## src/rtl/sti_rx.sv

```systemverilog
// STI serial receiver: rebuilds 8/16/24/32-bit frames from a bit stream
// and extracts the 16-bit payload using the transmitter's configuration.
module sti_rx #(
    parameter int PAYLOAD_W = 16,
    parameter int CNT_W     = 16
) (
    input  logic                 clk,
    input  logic                 rst,
    input  logic                 si_valid,
    input  logic                 si_data,
    input  logic                 si_end,
    input  logic                 cfg_msb,
    input  logic [1:0]           cfg_length,
    input  logic                 cfg_fill,
    input  logic                 cfg_low,
    output logic                 po_valid,
    output logic [31:0]          po_word,
    output logic [PAYLOAD_W-1:0] po_data,
    output logic                 po_pad_err,
    output logic                 po_abort,
    output logic [CNT_W-1:0]     po_count,
    output logic                 po_done
);

    typedef enum logic [1:0] {
        S_IDLE,
        S_RECV,
        S_END
    } state_t;

    state_t               state, state_n;
    logic [4:0]           idx, idx_n;
    logic [31:0]          shreg, shreg_n;
    logic                 msb_q, msb_n;
    logic [1:0]           len_q, len_n;
    logic                 fill_q, fill_n;
    logic                 low_q, low_n;

    logic                 valid_n, abort_n, pad_n;
    logic [31:0]          word_n;
    logic [PAYLOAD_W-1:0] data_n;
    logic [CNT_W-1:0]     count_n;

    logic [4:0]           last;
    logic [4:0]           pos;
    logic [4:0]           pos0;
    logic [31:0]          w;
    logic [PAYLOAD_W-1:0] ext_data;
    logic                 ext_pad;

    // Index of the final bit is N-1 = 8*len + 7.
    assign last = {len_q, 3'b111};
    assign pos  = msb_q ? (last - idx) : idx;
    assign pos0 = cfg_msb ? {cfg_length, 3'b111} : 5'd0;

    always_comb begin
        w      = shreg;
        w[pos] = si_data;
    end

    always_comb begin
        ext_data = w[15:0];
        ext_pad  = 1'b0;
        unique case (len_q)
            2'd0: ext_data = low_q ? {w[7:0], 8'h00} : {8'h00, w[7:0]};
            2'd1: ext_data = w[15:0];
            2'd2: begin
                ext_data = fill_q ? w[23:8] : w[15:0];
                ext_pad  = fill_q ? |w[7:0] : |w[23:16];
            end
            2'd3: begin
                ext_data = fill_q ? w[31:16] : w[15:0];
                ext_pad  = fill_q ? |w[15:0] : |w[31:16];
            end
        endcase
    end

    always_comb begin
        state_n = state;
        idx_n   = idx;
        shreg_n = shreg;
        msb_n   = msb_q;
        len_n   = len_q;
        fill_n  = fill_q;
        low_n   = low_q;
        valid_n = 1'b0;
        abort_n = 1'b0;
        word_n  = po_word;
        data_n  = po_data;
        pad_n   = po_pad_err;
        count_n = po_count;
        unique case (state)
            S_IDLE: begin
                if (si_end) begin
                    state_n = S_END;
                end else if (si_valid) begin
                    msb_n   = cfg_msb;
                    len_n   = cfg_length;
                    fill_n  = cfg_fill;
                    low_n   = cfg_low;
                    shreg_n = 32'({si_data}) << pos0;
                    idx_n   = 5'd1;
                    state_n = S_RECV;
                end
            end
            S_RECV: begin
                if (!si_valid) begin
                    abort_n = 1'b1;
                    idx_n   = 5'd0;
                    state_n = S_IDLE;
                end else if (idx == last) begin
                    valid_n = 1'b1;
                    word_n  = w;
                    data_n  = ext_data;
                    pad_n   = ext_pad;
                    count_n = po_count + CNT_W'(1);
                    idx_n   = 5'd0;
                    state_n = S_IDLE;
                end else begin
                    shreg_n = w;
                    idx_n   = idx + 5'd1;
                end
            end
            S_END: ;
            default: state_n = S_IDLE;
        endcase
    end

    always_ff @(posedge clk) begin
        if (rst) begin
            state      <= S_IDLE;
            idx        <= '0;
            shreg      <= '0;
            msb_q      <= 1'b0;
            len_q      <= '0;
            fill_q     <= 1'b0;
            low_q      <= 1'b0;
            po_valid   <= 1'b0;
            po_abort   <= 1'b0;
            po_word    <= '0;
            po_data    <= '0;
            po_pad_err <= 1'b0;
            po_count   <= '0;
            po_done    <= 1'b0;
        end else begin
            state      <= state_n;
            idx        <= idx_n;
            shreg      <= shreg_n;
            msb_q      <= msb_n;
            len_q      <= len_n;
            fill_q     <= fill_n;
            low_q      <= low_n;
            po_valid   <= valid_n;
            po_abort   <= abort_n;
            po_word    <= word_n;
            po_data    <= data_n;
            po_pad_err <= pad_n;
            po_count   <= count_n;
            po_done    <= (state_n == S_END);
        end
    end

endmodule

```

## config.mk

```make
export PLATFORM = sky130hd
export DESIGN_NAME = sti_rx
export DESIGN_NICKNAME = d
export VERILOG_FILES = /design/src/rtl/sti_rx.sv
export SDC_FILE = /design/constraint.sdc
export NUM_CORES = 1
export LEC_CHECK = 0
export BUFFER_PORTS_ARGS = -buffer_cell sky130_fd_sc_hd__buf_4
export CELL_PAD_IN_SITES_DETAIL_PLACEMENT = 0
export CELL_PAD_IN_SITES_GLOBAL_PLACEMENT = 2
export CORE_ASPECT_RATIO = 1.75
export CORE_MARGIN = 2
export CORE_UTILIZATION = 34
export CTS_CLUSTER_DIAMETER = 40
export DETAILED_ROUTE_END_ITERATION = 16
export PLACE_DENSITY = 0.8
export SYNTH_ARGS = -nofsm -noshare
export SYNTH_HDL_FRONTEND = slang
export SYNTH_SLANG_ARGS = --single-unit
```

## constraint.sdc

```tcl
create_clock -name clk -period 3.8 [get_ports clk]
set_input_delay 0.57 -clock clk [delete_from_list [all_inputs] [get_ports clk]]
set_output_delay 0.57 -clock clk [all_outputs]
set_load 0.01 [all_outputs]
```

==> results of run 1 <==
-- worst register-to-register path, delay by kind of cell (launching register included) --
family	cells	cell delay, ps
mux	1	820
compound gates	3	770
flops	1	630
simple gates	3	560
xor+xnor	1	510
-- cell type report --
type | count | area (um^2)
clock buffer | 10 | 229
clock inverter | 6 | 75.1
fill | 1667 | 9300
inverter | 9 | 33.8
multi-input combinational | 488 | 3030
sequential | 112 | 2240
tap | 189 | 236
timing repair buffer | 97 | 728
-- power by group --
part / switching, uW / internal (uW) / total, uW
Clock: 474 / 525 / 999
Sequential: 14.2 / 1180 / 1200
Combinational: 120 / 56.6 / 177
Total: 608 / 1760 / 2370
-- metrics by stage --
step	util	std cells	hold slack (ps)	area, um^2
floorplan	-	658	424	5530
global placement	0.395	895	433	6270
detailed placement	0.395	895	443	6270
CTS	0.414	911	409	6580
global route	0.414	911	431	6580
finish	0.414	911	425	6580
-- registers in the layout (all words and copies together) (netlist names) --
signal	cells
po_done	1
msb_q	1
po_word	32
po_valid	1
shreg	32
fill_q	1
po_count	16
po_data	16
po_abort	1
state	2
len_q	2
idx	5
low_q	1
po_pad_err	1
-- kinds of logic (layout without fill, tap and decap cells) --
kind of cell,Yosys count,count (layout),share of synthesized area
AOI/OAI and AO/OA,172,172,0.213
xor gates and xnor gates,14,14,0.0278
adders and majority gates,3,3,0.00679
buffers and inverters,58,122,0.0457
DFF,112,112,0.406
muxes,50,50,0.0921
and+or+nand+nor,249,249,0.209
-- synthesized netlist by cell type (3+ instances only) --
cell type | number | area (um^2)
a211oi_1 | 49 | 368
a211oi_2 | 5 | 62.6
a21o_1 | 3 | 22.5
a21oi_1 | 25 | 125
a31o_1 | 3 | 26.3
a31oi_1 | 4 | 25.0
buf_1 | 3 | 11.3
buf_2 | 13 | 65.1
clkbuf_1 | 30 | 113
dfxtp_1 | 112 | 2240
ha_1 | 3 | 37.5
inv_1 | 9 | 33.8
mux2i_1 | 47 | 470
nand2_1 | 75 | 282
nand2b_1 | 4 | 25.0
nand3_1 | 16 | 80.1
nand3b_1 | 6 | 45.0
nand4_1 | 8 | 50.1
nor2_1 | 91 | 342
nor2b_1 | 3 | 18.8
nor3_1 | 21 | 105
nor3b_1 | 4 | 30.0
o211ai_1 | 5 | 37.5
o21a_1 | 3 | 22.5
o21ai_0 | 41 | 205
o21ai_1 | 3 | 15.0
o21ai_2 | 3 | 26.3
o221ai_1 | 4 | 35.0
o22ai_1 | 5 | 31.3
o31ai_1 | 3 | 22.5
or3_1 | 5 | 31.3
xnor2_1 | 3 | 26.3
xor2_1 | 8 | 70.1
-- layer usage --
metal  routed length, um  share of wire
met5                   0              0
met4                 314          0.017
met3                 482          0.026
met2               10300           0.56
met1                7170           0.39
-- worst min-delay path by stage --
stage                            from                     end  slack [ps]  cells after the start
3_5_place_dp    shreg[6]$_SDFFE_PP0P_   shreg[6]$_SDFFE_PP0P_         440                      2
6_report                     si_valid     po_abort$_SDFF_PP0_         430                      2
2_1_floorplan  shreg[11]$_SDFFE_PP0P_  shreg[11]$_SDFFE_PP0P_         420                      2
4_1_cts                      si_valid     po_abort$_SDFF_PP0_         410                      2
3_3_place_gp   shreg[14]$_SDFFE_PP0P_  shreg[14]$_SDFFE_PP0P_         430                      2
5_1_grt                      si_valid     po_abort$_SDFF_PP0_         430                      2
==> impl_metrics.env, run 1 <==
export IMPL_status="completed"
export IMPL_rsz0062_at_grt="no"
export IMPL_cp_depth=8
export IMPL_layout_common_cells="112 x dfxtp_1, 97 x buf_4, 91 x nor2_1"
export IMPL_min_period_ps=3400
export IMPL_diodes=0
export IMPL_start_util=0.348
export IMPL_clock_sinks=112
export IMPL_p_leak_uw=0.00247
export IMPL_reg2reg_from="idx[4]$_SDFFE_PP0P_"
export IMPL_path_class="reg -> reg"
export IMPL_drt_vias_per_instance=5.51
export IMPL_irDropWorstVdd_uv=187
export IMPL_crit_end="po_pad_err$_SDFFE_PP0P_"
export IMPL_grtUsageMet1=0.249
export IMPL_wire_per_inst_um=20.0
export IMPL_critPathBufInv=0
export IMPL_power_density_nw_per_um2=361
export IMPL_synth_flop_cell="dfxtp_1"
export IMPL_cp_start_kind="register"
export IMPL_crit_start="idx[4]$_SDFFE_PP0P_"
export IMPL_max_cap_viol_count=0
export IMPL_crit_required_ps=4040
export IMPL_critPathMaxStageDelay_ps=820
export IMPL_die_area_um2=17300
export IMPL_synth_distinct_cells=68
export IMPL_slew_headroom=0.194
export IMPL_ctsHoldBuffers=0
export IMPL_drive_gt1_frac=0.187
export IMPL_cp_arrival_ps=3640
export IMPL_port_buffers=77
export IMPL_cts_root_buf="clkbuf_16"
export IMPL_dr_pass1_iters=6
export IMPL_synth_edf_count=0
export IMPL_syn_cell_area_um2=5530
export IMPL_synth_fp_nets=671
export IMPL_worstPathCellList="xor3_2, o41a_1, nor2_1, mux2i_1, nand4_1, nor3_1, a211oi_1, a32o_1"
export IMPL_path_max_fanout=12
export IMPL_route_detailed_drc=0
export IMPL_setup_ws_ps=400
export IMPL_period_share=0.895
export IMPL_h_tree_depth=3
export IMPL_nets=730
export IMPL_setup_violations=0
export IMPL_core_area_um2=15900
export IMPL_via_count=5019
export IMPL_num_io_pins=78
export IMPL_antenna_found_initial=0
export IMPL_cts_tree="done"
export IMPL_drt_initial_drc_count=206
export IMPL_place_congestion=0.874
export IMPL_seq_area_frac_synth=0.406
export IMPL_dpl_worst_slack_ps=365
export IMPL_syn_inst=658
export IMPL_final_common_cell="dfxtp_1"
export IMPL_place_hpwl_mm=13.4
export IMPL_endpoint_kind="register"
export IMPL_final_max_slew_viol_count=0
export IMPL_total_power_uw=2370
export IMPL_placementRows=61
export IMPL_worstMarginPinSlew_ps=1210
export IMPL_grt_busiest_layer="met2"
export IMPL_dieHeight_um=173
export IMPL_grt_pass1_wl_mm=29.0
export IMPL_use_met2=0.405
export IMPL_first_global_vias=4967
export IMPL_r2r_slack_ps=400
export IMPL_finalHoldViolations=0
export IMPL_ant_nets=0
export IMPL_fin_setup_tns_ps=0
export IMPL_path_delay_family="multiplexers"
export IMPL_cts_max_path_buffers=2
export IMPL_clk_pin_slew_ps=80
export IMPL_die_x_um=100
export IMPL_globalRouteMet3Util=0.0319
export IMPL_grt_overflow=0
export IMPL_grt_max_degree=86
export IMPL_syn_area_per_cell_um2=8.40
export IMPL_clkLatencyLatePin_ps=360
export IMPL_fmax_ghz=0.294
export IMPL_yosys_warnings=0
export IMPL_reg2regPathDepth=8
export IMPL_slowest_stage="mux2i_1"
export IMPL_grt_usage=0.216
export IMPL_synthArstFlopShare=0
export IMPL_hp_class="in -> reg"
export IMPL_numCtsBuffers=9
export IMPL_syn_to_final_growth_pct=19.0
export IMPL_fin_skew_ps=12.8
export IMPL_cts_setup_buffers=0
export IMPL_cts_resized=0
export IMPL_worstReg2RegEnd="po_pad_err$_SDFFE_PP0P_"
export IMPL_wirelength_mm=18.2
export IMPL_ys_ff_latch=112
Note: power is estimated with default switching activity, not from simulation.
==> run 2, diff against run 1 <==
--- a/config.mk
+++ b/config.mk
@@ -6,4 +6,5 @@
 export NUM_CORES = 1
 export LEC_CHECK = 0
+export ABC_AREA = 1
 export BUFFER_PORTS_ARGS = -buffer_cell sky130_fd_sc_hd__buf_4
 export CELL_PAD_IN_SITES_DETAIL_PLACEMENT = 0
@@ -11,8 +12,8 @@
 export CORE_ASPECT_RATIO = 1.75
 export CORE_MARGIN = 2
-export CORE_UTILIZATION = 34
+export CORE_UTILIZATION = 33
 export CTS_CLUSTER_DIAMETER = 40
 export DETAILED_ROUTE_END_ITERATION = 16
-export PLACE_DENSITY = 0.8
+export PLACE_DENSITY = 0.82
 export SYNTH_ARGS = -nofsm -noshare
 export SYNTH_HDL_FRONTEND = slang
==> constraint.sdc (replaced) <==
create_clock -name clk -period 3.8 [get_ports clk]
set_input_delay 0.57 -clock clk [delete_from_list [all_inputs] [get_ports clk]]
set_output_delay 0.57 -clock clk [all_outputs]
set_load 0.02 [all_outputs]
==> run 2 against run 1 <==
  * Setup slack better by 460 ps
  * Global-route usage is 1.3 points higher
  * Flip-flop and latch count stayed put
  * Clock skew is 1.2 ps lower
  * Critical path type unchanged
  * Highest routed layer unchanged
==> impl_metrics.env, run 2 <==
export IMPL_status="completed"
export IMPL_syn_to_final_growth_pct=16.5
export IMPL_period_share=0.775
export IMPL_swShare=0.274
export IMPL_clk_pin_slew_ps=80
export IMPL_p_int_uw=1790
export IMPL_cp_arrival_ps=3190
export IMPL_setup_ws_ps=856
export IMPL_power_density_nw_per_um2=348
export IMPL_cts_resized=0
export IMPL_cts_setup_buffers=0
export IMPL_grt_pass1_wl_mm=34.1
export IMPL_ys_ff_latch=112
export IMPL_synth_flop_cell="dfxtp_1"
export IMPL_synth_fp_nets=883
export IMPL_fin_setup_tns_ps=0
export IMPL_irDropWorstVdd_uv=237
export IMPL_diodes=0
export IMPL_pwr_share_seq=0.483
export IMPL_power_frac_comb=0.100
export IMPL_h_tree_depth=3
export IMPL_path_max_fanout=51
export IMPL_setup_violations=0
export IMPL_yosysTopAreaCell="dfxtp_1"
export IMPL_drt_vias_per_instance=5.15
export IMPL_ant_nets=0
export IMPL_r2r_slack_ps=860
export IMPL_power_switching_uw=678
export IMPL_yosys_cell_count_top_type="nand2_1"
export IMPL_hold_path_startpoint="si_valid"
export IMPL_antenna_found_initial=0
export IMPL_hp_class="in -> reg"
export IMPL_syn_cell_area_um2=6100
export IMPL_grt_overflow=0
export IMPL_place_hpwl_mm=16.0
export IMPL_dpl_worst_slack_ps=824
export IMPL_fin_util=0.394
export IMPL_route_met3_wl_um=872
export IMPL_fin_skew_ps=11.6
export IMPL_min_to="po_abort$_SDFF_PP0_"
export IMPL_max_cap_viol_count=0
export IMPL_port_buffers=77
export IMPL_synth_distinct_cells=44
export IMPL_numCtsBuffers=9
export IMPL_drt_initial_drc_count=332
export IMPL_yosys_warnings=0
export IMPL_seq_area_frac_synth=0.368
export IMPL_n_fill_cell=2004
export IMPL_reg2reg_from="len_q[0]$_SDFFE_PP0P_"
export IMPL_clkLatencyLatePin_ps=360
export IMPL_slew_headroom=0.530
export IMPL_yosys_top_cells_count="183 x nand2_1, 112 x dfxtp_1, 98 x inv_1"
export IMPL_final_common_cell="nand2_1"
export IMPL_total_power_uw=2470
export IMPL_clkPwrFrac=0.417
export IMPL_rsz0062_at_grt="no"
export IMPL_start_util=0.338
export IMPL_top_regs="po_word: 32 flops, shreg: 32 flops"
export IMPL_wire_per_inst_um=18.8
export IMPL_grt_max_degree=68
export IMPL_path_class="reg -> reg"
export IMPL_crit_start="len_q[0]$_SDFFE_PP0P_"
export IMPL_fmax_ghz=0.340
export IMPL_place_congestion=0.854
export IMPL_endpoint_kind="register"
export IMPL_die_x_um=107
export IMPL_drive_gt1_frac=0.182
export IMPL_min_period_ps=2940
export IMPL_worstReg2RegEnd="po_data[5]$_SDFFE_PP0P_"
export IMPL_ctsHoldBuffers=0
export IMPL_nets=935
export IMPL_cp_start_kind="register"
export IMPL_dp_cells=1145
export IMPL_synth_edf_count=0
export IMPL_clock_sinks=112
export IMPL_num_io_pins=78
export IMPL_wl_met1_mm=8.44
export IMPL_synth_area_leaders="dfxtp_1 37%, nand2_1 11%, nand3_1 6.2%"
export IMPL_die_area_um2=19600
export IMPL_crit_required_ps=4050
export IMPL_synthArstFlopShare=0
export IMPL_top_layer_used="met4"
export IMPL_core_area_um2=18100
export IMPL_layout_common_cells="183 x nand2_1, 112 x dfxtp_1, 98 x inv_1"
export IMPL_synth_top_area_frac=0.368
export IMPL_reg2regPathDepth=9
export IMPL_cts_max_path_buffers=2
export IMPL_grt_usage=0.229
export IMPL_wirelength_mm=21.8
export IMPL_dr_pass1_iters=5
export IMPL_cts_tree="done"
export IMPL_final_cells=1161
export IMPL_cts_root_buf="clkbuf_16"
export IMPL_worstMarginPinSlew_ps=705
export IMPL_via_count=5975
export IMPL_holdPathStages=2
export IMPL_dieHeight_um=184
export IMPL_p_leak_uw=0.00308
export IMPL_finalHoldViolations=0
export IMPL_syn_inst=870
export IMPL_wl_met2_mm=11.4
export IMPL_syn_area_per_cell_um2=7.01
export IMPL_first_global_vias=5937
export IMPL_placementRows=65
export IMPL_final_max_slew_viol_count=0
export IMPL_route_detailed_drc=0
-- run 2: cell count changes in the layout (fill, tap and decap cells not counted), sizes merged, moves of 7 or more --
cell | before | now
buf | 97 | 86
nand3 | 16 | 82
o22ai | 5 | 22
o21ai | 47 | 88
xor2 | 9 | 2
nand2 | 75 | 203
o211ai | 5 | 34
nor3 | 22 | 15
a211oi | 54 | 1
inv | 12 | 110
mux2i | 49 | 0
a21oi | 26 | 33
nand4 | 8 | 18
-- run 2: worst max-delay path, stage by stage, from the launching register on --
cell	delay [ps]
dfxtp_1	460
inv_1	170
ha_1	340
a21boi_2	240
nand3_4	200
inv_2	290
buf_4	460
o21ai_0	180
nor4_1	380
nor2_1	70
-- run 2: power groups by stage --
stage / clock network (uW) / logic (uW) / registers (uW)
floorplan: 0 / 183 / 1220
global placement: 0 / 249 / 1220
detailed placement: 0 / 248 / 1220
CTS: 1050 / 249 / 1190
global route: 1100 / 271 / 1200
finish: 1030 / 248 / 1190
-- run 2: routing by layer --
| layer | GRT usage | vias up |
|---|---|---|
| met5 | 0 | - |
| met2 | 0.412 | 171 |
| li1 | - | 2994 |
| met1 | 0.256 | 2758 |
| met4 | 0.126 | 0 |
| met3 | 0.0308 | 52 |
-- run 2: layout make-up --
type	count	area, um^2	share of cell area
well taps	234	293	0.0412
multi-input cells	602	3190	0.448
clock buffers	11	253	0.0356
inverters	111	424	0.0597
clock inverters	5	61.3	0.00863
flip-flops and latches	112	2240	0.316
repair buffers	86	646	0.0909
-- run 2: how the worst max path moves through the flow --
| stage | to | slack, ps | cells past startpoint |
|---|---|---|---|
| global route | po_data[5]$_SDFFE_PP0P_ | 590 | 9 |
| global placement | po_data[5]$_SDFFE_PP0P_ | 820 | 9 |
| floorplan | po_pad_err$_SDFFE_PP0P_ | 1720 | 15 |
| CTS | po_data[5]$_SDFFE_PP0P_ | 790 | 9 |
| detailed placement | po_data[5]$_SDFFE_PP0P_ | 820 | 9 |
| finish | po_data[5]$_SDFFE_PP0P_ | 860 | 9 |
-- run 2: cells by family after synthesis --
kind of cell	count (synthesis)	synth area share
compound gates	185	0.180
xor+xnor	6	0.0179
fa+ha+maj	3	0.00616
buf+inv	156	0.110
flops	112	0.368
simple gates	408	0.319
-- run 2: metrics by stage --
stage	instance area, um^2	hold WS (ps)
after floorplan	6100	444
after global placement	6790	454
after detailed placement	6790	456
after CTS	7110	399
after global routing	7110	425
final	7110	407
